[src/rtl/control_unit_types_pkg.sv]
// Shared types for the control unit: pipeline sequencer states and defaults.
package control_unit_types_pkg;

  typedef enum logic [1:0] {
    RUN   = 2'd0,
    DWAIT = 2'd1,
    IWAIT = 2'd2,
    HALT  = 2'd3
  } ctrl_state_t;

  localparam int STALL_CNT_W = 16;

endpackage

[src/rtl/pipeline_ctrl.sv]
// Stall/flush sequencer for the 5-stage pipeline: joins ifetch and data completions,
// inserts load-use bubbles, flushes on redirect and freezes on halt.
module pipeline_ctrl
  import control_unit_types_pkg::*;
#(
  parameter int CNT_W = STALL_CNT_W
) (
  input  logic             CLK,
  input  logic             nRST,
  input  logic             ihit,
  input  logic             dhit,
  input  logic             mm_dREN,
  input  logic             mm_dWEN,
  input  logic             load_use,
  input  logic             br_taken,
  input  logic             wb_halt,
  output logic             pc_en,
  output logic             ifid_en,
  output logic             idex_en,
  output logic             exmem_en,
  output logic             mmwb_en,
  output logic             ifid_flush,
  output logic             idex_flush,
  output logic             exmem_flush,
  output logic             dmemREN,
  output logic             dmemWEN,
  output logic             halted,
  output logic [CNT_W-1:0] stall_cnt
);

  ctrl_state_t      state_reg, state_next;
  logic             ifd_reg, ifd_next;
  logic             halted_reg, halted_next;
  logic [CNT_W-1:0] stall_cnt_reg, stall_cnt_next;
  logic             dacc;
  logic             adv;

  always_ff @(posedge CLK or negedge nRST) begin
    if (!nRST) begin
      state_reg     <= RUN;
      ifd_reg       <= 1'b0;
      halted_reg    <= 1'b0;
      stall_cnt_reg <= '0;
    end else begin
      state_reg     <= state_next;
      ifd_reg       <= ifd_next;
      halted_reg    <= halted_next;
      stall_cnt_reg <= stall_cnt_next;
    end
  end

  always_comb begin
    dacc           = mm_dREN | mm_dWEN;
    adv            = 1'b0;
    state_next     = state_reg;
    ifd_next       = ifd_reg;
    halted_next    = halted_reg;
    stall_cnt_next = stall_cnt_reg;
    pc_en          = 1'b0;
    ifid_en        = 1'b0;
    idex_en        = 1'b0;
    exmem_en       = 1'b0;
    mmwb_en        = 1'b0;
    ifid_flush     = 1'b0;
    idex_flush     = 1'b0;
    exmem_flush    = 1'b0;
    dmemREN        = 1'b0;
    dmemWEN        = 1'b0;

    unique case (state_reg)
      RUN: begin
        adv     = ihit & (~dacc | dhit);
        dmemREN = mm_dREN;
        dmemWEN = mm_dWEN;
        if (dacc && !dhit) begin
          state_next = DWAIT;
          ifd_next   = ihit;
        end else if (dacc && dhit && !ihit) begin
          state_next = IWAIT;
        end
      end
      DWAIT: begin
        adv     = dhit & (ifd_reg | ihit);
        dmemREN = mm_dREN;
        dmemWEN = mm_dWEN;
        if (dhit && !(ifd_reg || ihit))
          state_next = IWAIT;
        else
          ifd_next = ifd_reg | ihit;
      end
      // Data already completed: the request is dropped so a store is not repeated.
      IWAIT: adv = ihit;
      HALT:  adv = 1'b0;
      default: adv = 1'b0;
    endcase

    if (state_reg != HALT && wb_halt) begin
      adv         = 1'b0;
      state_next  = HALT;
      halted_next = 1'b1;
    end else if (adv) begin
      state_next = RUN;
      ifd_next   = 1'b0;
    end

    if (adv) begin
      pc_en    = 1'b1;
      ifid_en  = 1'b1;
      idex_en  = 1'b1;
      exmem_en = 1'b1;
      mmwb_en  = 1'b1;
      if (br_taken) begin
        ifid_flush  = 1'b1;
        idex_flush  = 1'b1;
        exmem_flush = 1'b1;
      end else if (load_use) begin
        pc_en      = 1'b0;
        ifid_en    = 1'b0;
        idex_flush = 1'b1;
      end
    end

    if (state_reg != HALT && !adv && stall_cnt_reg != {CNT_W{1'b1}})
      stall_cnt_next = stall_cnt_reg + CNT_W'(1);

    // Outputs are held quiet for the whole time reset is asserted.
    if (!nRST) begin
      pc_en       = 1'b0;
      ifid_en     = 1'b0;
      idex_en     = 1'b0;
      exmem_en    = 1'b0;
      mmwb_en     = 1'b0;
      ifid_flush  = 1'b0;
      idex_flush  = 1'b0;
      exmem_flush = 1'b0;
      dmemREN     = 1'b0;
      dmemWEN     = 1'b0;
    end
  end

  assign halted    = halted_reg;
  assign stall_cnt = stall_cnt_reg;

endmodule

[config.mk]
export PLATFORM = sky130hd
export DESIGN_NAME = pipeline_ctrl
export DESIGN_NICKNAME = d
export VERILOG_FILES = /design/src/rtl/control_unit_types_pkg.sv /design/src/rtl/pipeline_ctrl.sv
export SDC_FILE = /design/constraint.sdc
export NUM_CORES = 1
export LEC_CHECK = 0
export CAP_MARGIN = 5
export CORE_ASPECT_RATIO = 0.8
export CORE_MARGIN = 4
export CORE_UTILIZATION = 35
export DETAILED_ROUTE_END_ITERATION = 10
export PLACE_DENSITY = 0.59
export SLEW_MARGIN = 5
export SYNTH_ARGS = -nofsm -noshare
export SYNTH_HDL_FRONTEND = slang
export SYNTH_SLANG_ARGS = --single-unit
[constraint.sdc]
create_clock -name CLK -period 1.9 [get_ports CLK]
set_input_delay 0.19 -clock CLK [delete_from_list [all_inputs] [get_ports CLK]]
set_output_delay 0.19 -clock CLK [all_outputs]
set_load 0.01 [all_outputs]
Word-level counts from Yosys, hierarchy flattened
Index checks and enable logic that the tools add are counted.
W data, S select, Z words.
{"block": "word_totals", "reg_bits": 20, "latchBits": 0, "ram_bits": 0, "mem_bits_ro": 0, "out_inout_bits": 27, "wordCells": 64, "memories": 0}
{"block": "op_classes", "add_sub_neg": 1, "multipliers": 0, "div": 0, "n_lt_le_gt_ge": 0, "n_eq_ne": 7, "shifts": 0, "mux": 30, "bitwise_logic": 6, "n_reduce_logical": 16}
{"operator": "$mux W1", "count": 22}
{"operator": "$add A16 B1 Y16 const B", "count": 1}
{"operator": "$ne A16 B16 Y1 const B", "count": 1}
{"operator": "$mux W2", "count": 5}
{"operator": "$logic_and A1 B1 Y1", "count": 7}
{"operator": "$ne A5 B5 Y1 const B", "count": 1}
{"operator": "$eq A2 B2 Y1 const B", "count": 2}
{"operator": "$logic_not A1 Y1", "count": 4}
{"operator": "$ne A4 B4 Y1 const B", "count": 1}
{"operator": "$pmux W1 S4", "count": 1}
{"operator": "$pmux W2 S2", "count": 1}
{"operator": "$reduce_bool A4 Y1", "count": 1}
{"operator": "$or A1 B1 Y1", "count": 3}
{"operator": "$reduce_and A3 Y1", "count": 1}
{"operator": "$and A1 B1 Y1", "count": 2}
{"operator": "$eq A2 B1 Y1 const B", "count": 1}
{"operator": "$logic_not A2 Y1", "count": 1}
{"operator": "$ne A2 B2 Y1 const B", "count": 1}
{"operator": "$pmux W1 S2", "count": 1}
{"operator": "$reduce_or A2 Y1", "count": 1}
{"operator": "$logic_or A1 B1 Y1", "count": 1}
{"operator": "$not A1 Y1", "count": 1}

Longest topological paths before layout
Gate-level depths: netlist (run 1).
{"block": "logic_depth", "ltp_word": 9, "ltp_mapped": 7}

Worst setup path after synthesis (run 1)
Ideal clock, no wire load.
{"block": "synth_path", "path_kind": "reg2out", "start": "register state_reg[0]", "end": "output pc_en", "arrival_time_ps": 1552, "required_ps": 1710, "slack_ps": 158, "path_stages_with_launch": 7, "n_path_buf": 2, "path_cell_list": "dfrtp_1 -> buf_6 -> nand2b_1 -> a221oi_1 -> nand3_1 -> a21oi_1 -> buf_4"}
{"block": "synth_via", "elab_chain_cells": 5, "word_cells_on_any_way": 10, "classes_between": "eq/ne (4); mux (4); reduce/logical (2)"}
{"element": "start, declared", "line": "pipeline_ctrl.sv:31", "rtl": "ctrl_state_t state_reg, state_next;"}
{"element": "start signal, assigned", "line": "pipeline_ctrl.sv:45", "rtl": "state_reg <= state_next;"}
{"element": "$eq A2 B2 Y1, or another cell as far along", "line": "pipeline_ctrl.sv:70", "rtl": "unique case (state_reg)"}
{"element": "$pmux W1 S4 / $logic_and A1 B1 Y1 (equally long branches)", "line": "pipeline_ctrl.sv:70, pipeline_ctrl.sv:97"}
{"element": "$mux W1 *", "line": "pipeline_ctrl.sv:97", "rtl": "if (state_reg != HALT && wb_halt) begin"}
{"element": "$mux W1 * (2 in series)"}
{"element": "end, declared", "line": "pipeline_ctrl.sv:17", "rtl": "output logic pc_en,"}
Every way passes the cells marked *; elsewhere a longest branch is shown, timed or not.

Worst setup path after layout (run 1)
{"block": "layout_path", "start": "input dhit", "end": "output idex_en"}
{"block": "layout_via", "elab_chain_cells": 6, "word_cells_on_any_way": 7, "classes_between": "mux (4); bitwise (3)"}
{"element": "start, declared", "line": "pipeline_ctrl.sv:11", "rtl": "input logic dhit,"}
{"element": "$or A1 B1 Y1", "line": "pipeline_ctrl.sv:72", "rtl": "adv = ihit & (~dacc | dhit);"}
{"element": "$and A1 B1 Y1", "line": "pipeline_ctrl.sv:72"}
{"element": "$pmux W1 S4 *", "line": "pipeline_ctrl.sv:70"}
{"element": "$mux W1 *", "line": "pipeline_ctrl.sv:97"}
{"element": "$mux W1 *", "line": "pipeline_ctrl.sv:106", "rtl": "if (adv) begin"}
{"element": "$mux W1 *", "line": "pipeline_ctrl.sv:127", "rtl": "if (!nRST) begin"}
{"element": "end, declared", "line": "pipeline_ctrl.sv:19", "rtl": "output logic idex_en,"}
Marks and branches as above.

==> results.py, run 1 <==
metrics = {
    "status": {
        "status": "finished, final reports clean",
    },
    "floorplan": {
        "start_util_pct": 36.6,
        "die_w_um": 71.7,
        "rows": 18,
        "ios": 36,
        "die_area_mm2": 0.00423,
        "die_height_um": 59.0,
        "coreArea_mm2": 0.00311,
    },
    "clock_tree": {
        "clock_latency_ps": 250,
        "hold_buffers": 0,
        "cts_root_buf": "clkbuf_8",
        "numCtsBuffers": 3,
        "cts_max_level": 1,
        "cts_tree": "done",
        "cts_sinks": 20,
        "clk_path_buf_depth": 2,
        "clk_pin_slew_ps": 70,
    },
    "finish": {
        "largest_reg_flops": 16,
        "diodes": 0,
        "final_nets": 173,
        "fin_util_pct": 53.1,
        "areaGrowthSynthToFinish_pct": 45.0,
        "design_area_mm2": 0.00165,
        "n_fill_cell": 286,
        "multiInputGateArea_um2": 581,
        "regArea_um2": 500,
        "drive_gt1_share_pct": 24.2,
    },
    "timing": {
        "setup_viol": 0,
        "slew_headroom_pct": 69.6,
        "period_minus_slack_ps": 1880,
        "hold_viol": 0,
        "setup_tns_ps": 0,
        "slew_viol_final": 0,
        "worst-slew-pin-transition_ps": 451,
        "clock_skew_ps": 3.07,
        "final.period_utilization_pct": 99.1,
        "rsz0062_at_grt": "yes",
        "timing.fmax_mhz": 531,
    },
    "logic_synthesis": {
        "synth_top_area_share_pct": 44.0,
        "ys_seq_elements": 20,
        "synth-simple-area-share_pct": 24.2,
        "synth_most_common_cell": "dfrtp_1",
        "synth_top_family_by_area": "simple AND/OR/NAND/NOR gates",
        "ys_seq_area_share_pct": 44.0,
        "syn_inst": 114,
        "synth_compound_area_share_pct": 9.68,
        "ys.flop_type": "dfrtp_1",
        "synth.top_cells.by_count": "dfrtp_1 (20), xnor2_1 (12), nand4_1 (10), nor2_1 (7), nand3_1 (6)",
        "syn-cell-area_mm2": 0.00114,
        "muxShareOfSynthArea_pct": 2.97,
        "synth-xor-area-share_pct": 10.8,
        "synthArstFlopShare_pct": 100,
        "yosys_warnings": 0,
        "synth_enable_flop_cells": 0,
        "synthAdderAreaFrac_pct": 1.10,
        "synth_area_leaders": "dfrtp_1 (44%), xnor2_1 (9.2%), nand4_1 (5.5%)",
        "ys_types": 37,
        "syn-num-nets": 124,
        "synth_top_area_cell": "dfrtp_1",
        "synth_area_per_cell_um2": 9.98,
    },
    "critical_path": {
        "cp.arrival_ps": 1690,
        "end_kind": "output port",
        "cp_max_fo": 4,
        "critical_path_class": "in2out",
        "r2r_setup_slack_ps": 120,
        "slowest_stage": "clkdlybuf4s50_1",
        "worstReg2RegStart": "state_reg[0]$_DFFE_PN0P_",
        "cp_cell_sequence": "clkdlybuf4s50_1, buf_4, o21bai_1, a211o_1, nand3_2, inv_1, clkdlybuf4s15_1",
        "crit_path_start_kind": "input port",
        "worstPathRequired_ps": 1710,
        "r2r_end": "stall_cnt[1]$_DFFE_PN0P_",
        "reg2regPathDepth": 7,
        "cpPeakStageDelay_ps": 430,
    },
    "drt": {
        "post_drt_wl_per_cell_um": 14.0,
        "antenna_left": 0,
        "dr.pass1.iters": 4,
        "drc_errors": 0,
        "wirelength_um": 2820,
        "vias": 999,
        "vias_per_cell": 4.97,
        "drtIter0Drc": 53,
    },
    "grt": {
        "gr-usage-met3_pct": 2.54,
        "grt_max_degree": 21,
        "grt_use_total_pct": 13.4,
        "grt_use_met2_pct": 20.8,
        "antenna_found_initial": 0,
        "grt_pass1_vias": 914,
        "overflow": 0,
        "grt-busiest-layer": "met2",
        "use_met1_pct": 18.8,
        "grt_first_pass_wirelength_um": 4440,
    },
    "place": {
        "dpl_cell_area_mm2": 0.00159,
        "dp_hpwl_um": 2120,
        "portBuffers": 35,
        "gp_congestion": 0.913,
    },
    "pwr": {
        "p_leak_nw": 0.735,
        "ir_drop_uv": 354,
        "p_per_area_mw_per_mm2": 563,
    },
    "job": {
        "drv_cap": 0,
    },
    "min_path": {
        "worstHoldPathType": "in2async",
    },
}
worst max-delay path: cells and delay by family:
family          cells  cell delay (ps)
compound gates      2              480
buf+inv             4              900
simple gates        1              120
per-layer routing:
layer  up-vias  share of wire (%)
li1        499                  -
met1       475                 46
met2        21                 49
met3         4                3.2
met4         0                1.3
met5         -                  0
layout make-up:
cell class                 instances  area share, %
tap                               40           3.03
sequential                        20           30.3
multi-input combinational         80           35.2
clock buffer                       3           2.50
timing repair buffer              53           27.8
inverter                           5           1.14
per-stage QoR:
| step | worst slack (ps) | total power, mW | std cells | hold slack (ps) |
|---|---|---|---|---|
| after floorplan | 158 | 0.546 | 114 | -106 |
| after global placement | -381 | 0.656 | 196 | 440 |
| after detailed placement | -432 | 0.661 | 196 | 452 |
| after CTS | -16.7 | 0.938 | 200 | 393 |
| after global routing | -65.0 | 0.975 | 201 | 433 |
| final | 17.5 | 0.928 | 201 | 389 |
placed cells by master (no fill, tap or decap), drive strengths merged, types with 5 or more instances in the layout:
| cell | instances |
|---|---|
| dfrtp | 20 |
| clkdlybuf4s50 | 26 |
| nand3 | 7 |
| nand4 | 10 |
| nor2 | 7 |
| clkbuf | 7 |
| buf | 20 |
| xnor2 | 12 |
| inv | 5 |
power by group:
part	switching, mW	leakage, nW	internal (mW)
Combinational	0.0659	0.457	0.100
Sequential	0.0364	0.257	0.453
Clock	0.132	0.0216	0.141
worst max-delay path by stage:
stage	startpoint	to	slack (ps)	depth (start not counted)
2_1_floorplan	state_reg[0]$_DFFE_PN0P_	pc_en	160	6
3_3_place_gp	ihit	ifid_en	-380	6
3_5_place_dp	ihit	ifid_en	-430	6
4_1_cts	state_reg[0]$_DFFE_PN0P_	exmem_flush	-20	5
5_1_grt	dhit	idex_en	-70	7
6_report	dhit	idex_en	20	7
logic make-up (layout without fill, tap and decap cells):
kind of cell    count (synthesis)  after routing
buf+inv                        14             61
fa+ha+maj                       1              1
simple gates                   47             47
flops                          20             20
compound gates                 15             15
xor+xnor                       14             14
mux                             3              3
repair_timing:
item / in CTS / in global routing
endpoints found under the setup margin: 8 / 9
gates resized for setup: 15 / 16
buffers inserted: 1 / 1
gates cloned: 0 / 0
pin swaps: 2 / 3
(Power assumes the default switching activity.)
==> inputs of run 2 (changes only) <==
--- a/config.mk
+++ b/config.mk
@@ -10,8 +10,10 @@
 export CORE_MARGIN = 4
 export CORE_UTILIZATION = 35
 export DETAILED_ROUTE_END_ITERATION = 10
+export GPL_TIMING_DRIVEN = 0
 export PLACE_DENSITY = 0.59
 export SLEW_MARGIN = 5
 export SYNTH_ARGS = -nofsm -noshare
 export SYNTH_HDL_FRONTEND = slang
 export SYNTH_SLANG_ARGS = --single-unit
+export TNS_END_PERCENT = 5
==> run 2 against run 1 <==
  * The run now ends with negative setup slack left
  * Sequential share of layout area decreased by 1.5 points
  * Final area grew 5.2%
  * Clock power grew 54%
  * Critical path depth unchanged
  * First-iteration DRC count decreased by 42%
  * Die area did not move
  * Flip-flop and latch count stayed put
  * Cell count decreased by 0.50%
  * Non-clock buffer count down 2
==> results.py, run 2 (synthesis gave the netlist of run 1 again) <==
metrics = {
    "pwr": {
        "power_mw": 1.06,
        "ir_drop_uv": 339,
        "p_leak_nw": 0.786,
        "p_per_area_mw_per_mm2": 612,
    },
    "drt": {
        "drc_errors": 0,
        "vias": 1021,
        "drtIter0Drc": 31,
        "vias_per_cell": 5.11,
        "post_drt_wl_per_cell_um": 13.7,
        "antenna_left": 0,
        "dr.pass1.iters": 4,
        "wirelength_um": 2730,
    },
    "grt": {
        "overflow": 0,
        "grt_pass1_vias": 994,
        "grt_first_pass_wirelength_um": 4620,
        "antenna_found_initial": 0,
        "grt_max_degree": 24,
        "grt_use_total_pct": 13.7,
    },
    "finish": {
        "design_area_mm2": 0.00173,
        "final_nets": 171,
        "n_fill_cell": 276,
        "instances_no_fill": 200,
        "diodes": 0,
        "drive_gt1_share_pct": 26.3,
        "layout_common_cells": "clkdlybuf4s50_1 (24), dfrtp_1 (20), xnor2_1 (12), nand4_1 (10), buf_6 (10)",
        "regArea_um2": 500,
        "layout_commonest_cell": "clkdlybuf4s50_1",
        "areaGrowthSynthToFinish_pct": 52.5,
        "multiInputGateArea_um2": 608,
        "largest_reg_flops": 16,
    },
    "timing": {
        "setup_viol": 3,
        "period_minus_slack_ps": 1960,
        "rsz0062_at_grt": "yes",
        "final.period_utilization_pct": 103,
        "slew_headroom_pct": 62.3,
        "worst-slew-pin-transition_ps": 566,
        "setup_tns_ps": -106,
        "slew_viol_final": 0,
        "hold_viol": 0,
        "clock_skew_ps": 9.95,
        "timing.final.ws_setup_ps": -64.1,
        "timing.fmax_mhz": 509,
    },
    "floorplan": {
        "coreArea_mm2": 0.00311,
        "die_area_mm2": 0.00423,
        "die_w_um": 71.7,
        "ios": 36,
        "die_height_um": 59.0,
        "start_util_pct": 36.6,
        "rows": 18,
    },
    "min_path": {
        "worstHoldPathType": "in2async",
    },
    "clock_tree": {
        "cts_max_level": 1,
        "numCtsBuffers": 3,
        "clk_path_buf_depth": 2,
        "cts_root_buf": "clkbuf_8",
        "cts_sinks": 20,
        "cts_tree": "done",
        "clk_pin_slew_ps": 80,
        "clock_latency_ps": 260,
    },
    "job": {
        "drv_cap": 0,
    },
    "critical_path": {
        "r2r_setup_slack_ps": 60,
        "r2r_end": "stall_cnt[11]$_DFFE_PN0P_",
        "cp.arrival_ps": 1770,
        "critical_path_class": "reg2out",
        "worstPathRequired_ps": 1710,
        "cp_max_fo": 4,
        "crit_path_start_kind": "flip-flop",
        "worstReg2RegStart": "state_reg[0]$_DFFE_PN0P_",
        "crit_end": "ifid_flush",
        "reg2regPathDepth": 8,
        "end_kind": "output port",
        "critical_path.startpoint": "state_reg[0]$_DFFE_PN0P_",
    },
    "place": {
        "portBuffers": 35,
        "dp_cells": 189,
        "dp_hpwl_um": 1940,
        "dpl_cell_area_mm2": 0.00154,
        "gp_congestion": 0.781,
    },
    "status": {
        "violations": "negative setup slack",
        "status": "finished, violations left",
    },
}
==> run 2: worst min path at each step <==
stage,slack (ps),start,depth (start not counted),to
floorplan,-110,nRST,0,halted$_DFFE_PN0P_
global placement,440,halted$_DFFE_PN0P_,1,halted$_DFFE_PN0P_
detailed placement,450,halted$_DFFE_PN0P_,1,halted$_DFFE_PN0P_
CTS,30,nRST,1,stall_cnt[0]$_DFFE_PN0P_
global route,50,nRST,1,stall_cnt[0]$_DFFE_PN0P_
finish,10,nRST,1,state_reg[0]$_DFFE_PN0P_
==> run 2: cell type report <==
class / instances / share of cell area, %
multi-input combinational: 80 / 35.1
sequential: 20 / 28.9
timing repair buffer: 44 / 24.5
buffer: 7 / 3.46
tap: 40 / 2.89
clock buffer: 3 / 2.38
clock inverter: 1 / 1.73
inverter: 5 / 1.08
==> run 2: repair_timing <==
item	in CTS	in global routing
setup buffers	6	3
hold buffers	0	0
gates resized for setup	46	16
pin swaps	5	3
hold endpoints to repair	0	0
setup endpoints to repair	10	19
==> run 2: routing by layer <==
metal / global-route usage, % / routed length (um) / vias up
met5: 0 / 0 / -
met4: 3.49 / 27 / 0
met3: 3.73 / 80 / 2
met2: 21.5 / 1290 / 16
met1: 18.9 / 1340 / 506
li1: - / - / 497
==> run 2: per-stage QoR <==
step                setup WS [ps]  hold slack [ps]  utilization [%]
finish                      -64.1             11.0             55.8
global route                 -158             51.5             55.8
CTS                          -155             25.1             54.6
detailed placement           -946              449             49.5
global placement             -910              437             49.5
floorplan                     158             -106                -
==> run 2: power breakdown <==
part	internal (mW)	total (mW)	switching (mW)
Clock	0.281	0.420	0.139
Sequential	0.453	0.487	0.0341
Combinational	0.0890	0.154	0.0649
==> run 2: critical path, cell delays in order, from the launching register on <==
cell and delay [ps]:
dfrtp_1 430, nand2b_4 180, a221oi_4 280, nand3_2 180, buf_6 180, nor2_4 80, buf_6 100, buf_6 80
